`src/rtl/csd_encoder_if.sv`:
```
// Request/result bundle for the binary-to-CSD encoder.
// The master drives start/dataIn. The slave returns the memory write stream and the status.
interface csd_encoder_if #(
  parameter int DATA_W = 15,
  parameter int ADDR_W = 4,
  parameter int CNT_W  = 5
);
  logic              start;
  logic [DATA_W-1:0] dataIn;
  logic              weCsd;
  logic [ADDR_W-1:0] address;
  logic [7:0]        dataOut;
  logic              busy;
  logic              done;
  logic [CNT_W-1:0]  nzCount;

  modport master (output start, dataIn,
                  input  weCsd, address, dataOut, busy, done, nzCount);
  modport slave  (input  start, dataIn,
                  output weCsd, address, dataOut, busy, done, nzCount);
endinterface

```
`src/rtl/csd_encoder.sv`:
```
// Sequential binary-to-CSD encoder. It writes one signed digit per cycle (01/00/FF), LSB first.
// Defining CSD_SIGNED_EN treats dataIn as two's complement. Otherwise dataIn is unsigned.
module csd_encoder #(
  parameter int DATA_W = 15,
  parameter int ADDR_W = 4,
  parameter int CNT_W  = 5
) (
  input  logic         clk,
  input  logic         reset,
  csd_encoder_if.slave bus
);
  localparam int IW = $clog2(DATA_W + 2);

  typedef enum logic [1:0] {IDLE, ENCODE, DONE} state_e;

  state_e            state_q, state_d;
  logic [DATA_W-1:0] x_q, x_d;
  logic [ADDR_W-1:0] idx_q, idx_d;
  logic              carry_q, carry_d;
  logic [CNT_W-1:0]  nz_q, nz_d;

  logic              ext;
  logic [DATA_W+1:0] xe;
  logic              a, b, c_next, dig_nz;
  logic [7:0]        dig_byte;
  logic              last;

`ifdef CSD_SIGNED_EN
  assign ext = x_q[DATA_W-1];
`else
  assign ext = 1'b0;
`endif

  // Two extension bits cover x[i+1] at the final digit i = DATA_W.
  assign xe     = {ext, ext, x_q};
  assign a      = xe[IW'(idx_q)];
  assign b      = xe[IW'(idx_q) + IW'(1)];
  assign c_next = (a & b) | (a & carry_q) | (b & carry_q);
  // The digit is nonzero only when a+carry is odd. Its sign then follows the next bit.
  assign dig_nz   = a ^ carry_q;
  assign dig_byte = dig_nz ? (b ? 8'hFF : 8'h01) : 8'h00;
  assign last     = (idx_q == ADDR_W'(DATA_W));

  always_comb begin
    state_d = state_q;
    x_d     = x_q;
    idx_d   = idx_q;
    carry_d = carry_q;
    nz_d    = nz_q;
    case (state_q)
      IDLE: if (bus.start) begin
        x_d     = bus.dataIn;
        idx_d   = '0;
        carry_d = 1'b0;
        nz_d    = '0;
        state_d = ENCODE;
      end
      ENCODE: begin
        carry_d = c_next;
        idx_d   = idx_q + ADDR_W'(1);
        if (dig_nz) nz_d = nz_q + CNT_W'(1);
        if (last) begin
          carry_d = 1'b0;
          state_d = DONE;
        end
      end
      DONE:    state_d = IDLE;
      default: state_d = IDLE;
    endcase
  end

  always_ff @(posedge clk or negedge reset) begin
    if (!reset) begin
      state_q <= IDLE;
      x_q     <= '0;
      idx_q   <= '0;
      carry_q <= 1'b0;
      nz_q    <= '0;
    end else begin
      state_q <= state_d;
      x_q     <= x_d;
      idx_q   <= idx_d;
      carry_q <= carry_d;
      nz_q    <= nz_d;
    end
  end

  assign bus.weCsd   = (state_q == ENCODE);
  assign bus.address = (state_q == ENCODE) ? idx_q : '0;
  assign bus.dataOut = (state_q == ENCODE) ? dig_byte : 8'h00;
  assign bus.busy    = (state_q == ENCODE);
  assign bus.done    = (state_q == DONE);
  assign bus.nzCount = nz_q;
endmodule

```
`src/flat_wrapper.sv`:
```
// flat-port wrapper written by rule: the top's interface ports become plain ports
module csd_encoder_flat 
#(
  parameter int DATA_W = 15,
  parameter int ADDR_W = 4,
  parameter int CNT_W  = 5
)
  (clk, reset, bus_start, bus_dataIn, bus_weCsd, bus_address, bus_dataOut, bus_busy, bus_done, bus_nzCount);
  csd_encoder_if #(.DATA_W(DATA_W), .ADDR_W(ADDR_W), .CNT_W(CNT_W)) bus_i ();
  input  logic clk;
  input  logic reset;
  input wire logic [$bits(bus_i.start)-1:0] bus_start;
  input wire logic [$bits(bus_i.dataIn)-1:0] bus_dataIn;
  output wire logic [$bits(bus_i.weCsd)-1:0] bus_weCsd;
  output wire logic [$bits(bus_i.address)-1:0] bus_address;
  output wire logic [$bits(bus_i.dataOut)-1:0] bus_dataOut;
  output wire logic [$bits(bus_i.busy)-1:0] bus_busy;
  output wire logic [$bits(bus_i.done)-1:0] bus_done;
  output wire logic [$bits(bus_i.nzCount)-1:0] bus_nzCount;
  assign bus_i.start = bus_start;
  assign bus_i.dataIn = bus_dataIn;
  assign bus_weCsd = bus_i.weCsd;
  assign bus_address = bus_i.address;
  assign bus_dataOut = bus_i.dataOut;
  assign bus_busy = bus_i.busy;
  assign bus_done = bus_i.done;
  assign bus_nzCount = bus_i.nzCount;
  csd_encoder #(.DATA_W(DATA_W), .ADDR_W(ADDR_W), .CNT_W(CNT_W)) u_core (.clk(clk), .reset(reset), .bus(bus_i));
endmodule
```
`config.mk`:
```
export PLATFORM = sky130hd
export DESIGN_NAME = csd_encoder_flat
export DESIGN_NICKNAME = d
export VERILOG_FILES = /design/src/rtl/csd_encoder_if.sv /design/src/rtl/csd_encoder.sv /design/src/flat_wrapper.sv
export SDC_FILE = /design/constraint.sdc
export NUM_CORES = 1
export LEC_CHECK = 0
export BUFFER_PORTS_ARGS = -buffer_cell sky130_fd_sc_hd__buf_2
export CORE_MARGIN = 1
export CORE_UTILIZATION = 40
export DETAILED_ROUTE_END_ITERATION = 8
export SETUP_SLACK_MARGIN = 0.02
export SYNTH_ARGS = -nofsm -noshare
export SYNTH_HDL_FRONTEND = slang
export SYNTH_SLANG_ARGS = --single-unit
```
`constraint.sdc`:
```
create_clock -name clk -period 3.5 [get_ports clk]
set_input_delay 0.525 -clock clk [delete_from_list [all_inputs] [get_ports clk]]
set_output_delay 0.525 -clock clk [all_outputs]
set_load 0.005 [all_outputs]
```
==> metrics.cfg <==
[pwr]
p_int_mw=1.10
powerDensity_nw_per_um2=1050
p_leak_nw=0.806
switching_share=0.415
pwr-share-clk=0.094
p_sw_uw=782
p_comb_frac=0.577
max-vdd-ir-drop_v=0.000361
p_seq_frac=0.329

[critical_path]
path_class=flip-flop to output pin
crit_required_ns=2.97
startpoint_type=flip-flop
worst-path-max-fanout=11
cp-end-kind=output pin
arrival_ns=2.73

[clock_tree]
insertion_delay_ns=0.27
clockBufferDepth=2
cts_max_level=1
cts_sinks=27
cts_root_buf=clkbuf_8
cts_buffers=3
cts_tree=done
cts.reportedPaths.clkPinSlew_ns=0.09

[yosys]
synth.distinct_cells=38
ys_seq_area_frac=0.430
avgSynthCellArea_um2=10.8
synth-edff-count=0
synth_top_area_share=0.430
netlist_area_um2=1570
synthCells=145
synth_top_area_cell=dfrtp_1
synth-seq-cells=27
synth_warnings=0
synth_ff_type=dfrtp_1
synth_area_leaders=dfrtp_1 43%, mux2_2 11%, mux4_2 5.7%
postSynthNetCount=166
async_flop_share=1.00

[floorplan]
rows=22
io_pins=38
fp.coreArea_um2=3720
dieArea_um2=4190
initial_core_util=0.423
die_width_um=64.7
die_height_um=64.7

[drt]
drt_iter0_markers=54
vias=1181
dr.pass1.iters=4
drcViolationCount=0
wl_um=3100
avgViaCountPerCell=5.34
wl_per_cell_um=14.0
antenna_left=0

[cells_and_area]
layout-drive-gt1-share=0.393
fillCellCount=355
area_growth_pct=14.2
fin_cells=221
layout.nets=195
antennaDiodeCount=0

[timing]
fin_crit_sh=0.930
min_period_ns=3.26
fin_skew_ns=0.00215
setup_tns_ns=0
tightest_slew_ns=0.602
fmax_mhz=307
slew_violations=0
rsz0062_at_grt=false
setup_viol=0
finalHoldViolCount=0
slew_headroom=0.599

[global_routing]
antenna_found_initial=0
grt_pass1_wl_um=5400
grt_max_degree=28
gr-total-overflow=0
grt_util_all_layers=0.168
grt_pass1_vias=1124

[placed_design]
portBuffers=37
routabilityCongestion=0.835
dp_hpwl_um=2350
placedCellCount=217

[run_status]
outcome=completed

[job]
maxCapViolations=0

[worst_hold_path]
min_path_type=input port to async pin

[registers in the layout (all words and copies together) (netlist names)]
signal,flops
u_core.bus.nzCount,5
u_core.carry_q,1
u_core.idx_q,4
u_core.state_q,2
u_core.x_q,15
[cells in the mapped netlist, types with 3 or more instances]
library cell  number
a31oi_1            3
and2_1             5
buf_4              8
clkbuf_1           4
dfrtp_1           27
ha_1               3
mux2_2            16
mux2i_1            5
mux4_2             4
nand2_1           15
nor2_1            12
o21ai_0            9
xor2_1             3
[final cells by class]
type	instances	area (um^2)	area share
Multi-Input combinational cell	101	807	0.449
Inverter	2	7.51	0.00418
Tap cell	48	60.1	0.0334
Clock buffer	4	45.0	0.0251
Sequential cell	27	676	0.376
Timing Repair Buffer	39	200	0.111
[per-layer routing]
| layer | track usage | vias up | part of all wire |
|---|---|---|---|
| li1 | - | 565 | - |
| met1 | 0.225 | 577 | 0.48 |
| met2 | 0.280 | 34 | 0.47 |
| met3 | 0.0264 | 5 | 0.037 |
| met4 | 0.0417 | 0 | 0.010 |
| met5 | 0 | - | 0 |
[placed cells by master (no fill, tap or decap), drive strengths merged]
cell type and instances:
nand2b 2, nor2 12, and2 5, nand2 15, nand3b 1, nand4 2, mux2i 5, buf 39
clkinv 1, o211ai 1, nor3 1, a22oi 1, and3 1, ha 3, a31oi 3, o31ai 1
a311o 1, or2 1, mux4 5, a22o 1, nor3b 2, o21ai 9, xor2 4, dfrtp 27
a21oi 2, inv 1, mux2 16, o21bai 1, nand3 1, clkbuf 4, and4 1, nor2b 2
o2111ai 2
[path summary, 6_finish.rpt]
path	start	to	slack (ns)	depth (start not counted)
worst max-delay path	u_core.idx_q[1]	bus_dataOut[1]	0.24	8
worst min-delay path	reset	u_core.x_q[5]	0.25	1
worst max register to register	u_core.idx_q[1]	u_core.bus.nzCount[3]	0.87	10
worst min register to register	u_core.x_q[1]	u_core.x_q[1]	0.54	1
max in group asynchronous	reset	u_core.x_q[3]	2.86	1
min in group clk	bus_dataIn[0]	u_core.x_q[0]	0.48	2
[stage by stage]
step,hold WS (ns),cell area (um^2),total power [mW],setup slack [ns],util
final,0.248,1800,1.88,0.245,0.483
after global routing,0.283,1800,2.05,0.0496,0.483
after CTS,0.264,1790,1.88,0.119,0.481
after detailed placement,0.522,1740,1.69,0.430,0.469
after global placement,0.522,1740,1.65,0.539,0.469
after floorplan,0.229,1570,1.49,0.645,-
[power groups by stage]
| stage | Clock, mW | Combinational (mW) | Sequential, mW |
|---|---|---|---|
| final | 0.177 | 1.09 | 0.619 |
| after global routing | 0.198 | 1.21 | 0.648 |
| after CTS | 0.183 | 1.07 | 0.620 |
| after detailed placement | 0 | 1.07 | 0.626 |
| after global placement | 0 | 1.03 | 0.613 |
| after floorplan | 0 | 0.937 | 0.548 |
[critical path: stages (launching register included)]
cell and delay, ns:
dfrtp_1 0.58, mux4_1 0.61, mux2_2 0.29, nor2_1 0.09, a21oi_1 0.06, ha_1 0.29
nand2_1 0.08, a31oi_2 0.28, buf_2 0.18
[repair_timing]
action / in CTS / in global routing
setup buffers: 0 / 0
setup endpoints to repair: 0 / 7
hold buffers: 0 / 0
resized for setup: 0 / 2
[kinds of logic (layout without fill, tap and decap cells)]
kind of cell	after synthesis	in the layout	share of synthesized area
flip-flops	27	27	0.430
buffers and inverters	17	45	0.0660
AND/OR/NAND/NOR	46	46	0.144
multiplexers	26	26	0.220
AO/OA/AOI/OAI	22	22	0.0891
adder cells (fa/ha/maj)	3	3	0.0239
XOR/XNOR	4	4	0.0271
No activity file was read; power rests on OpenSTA's default activity.
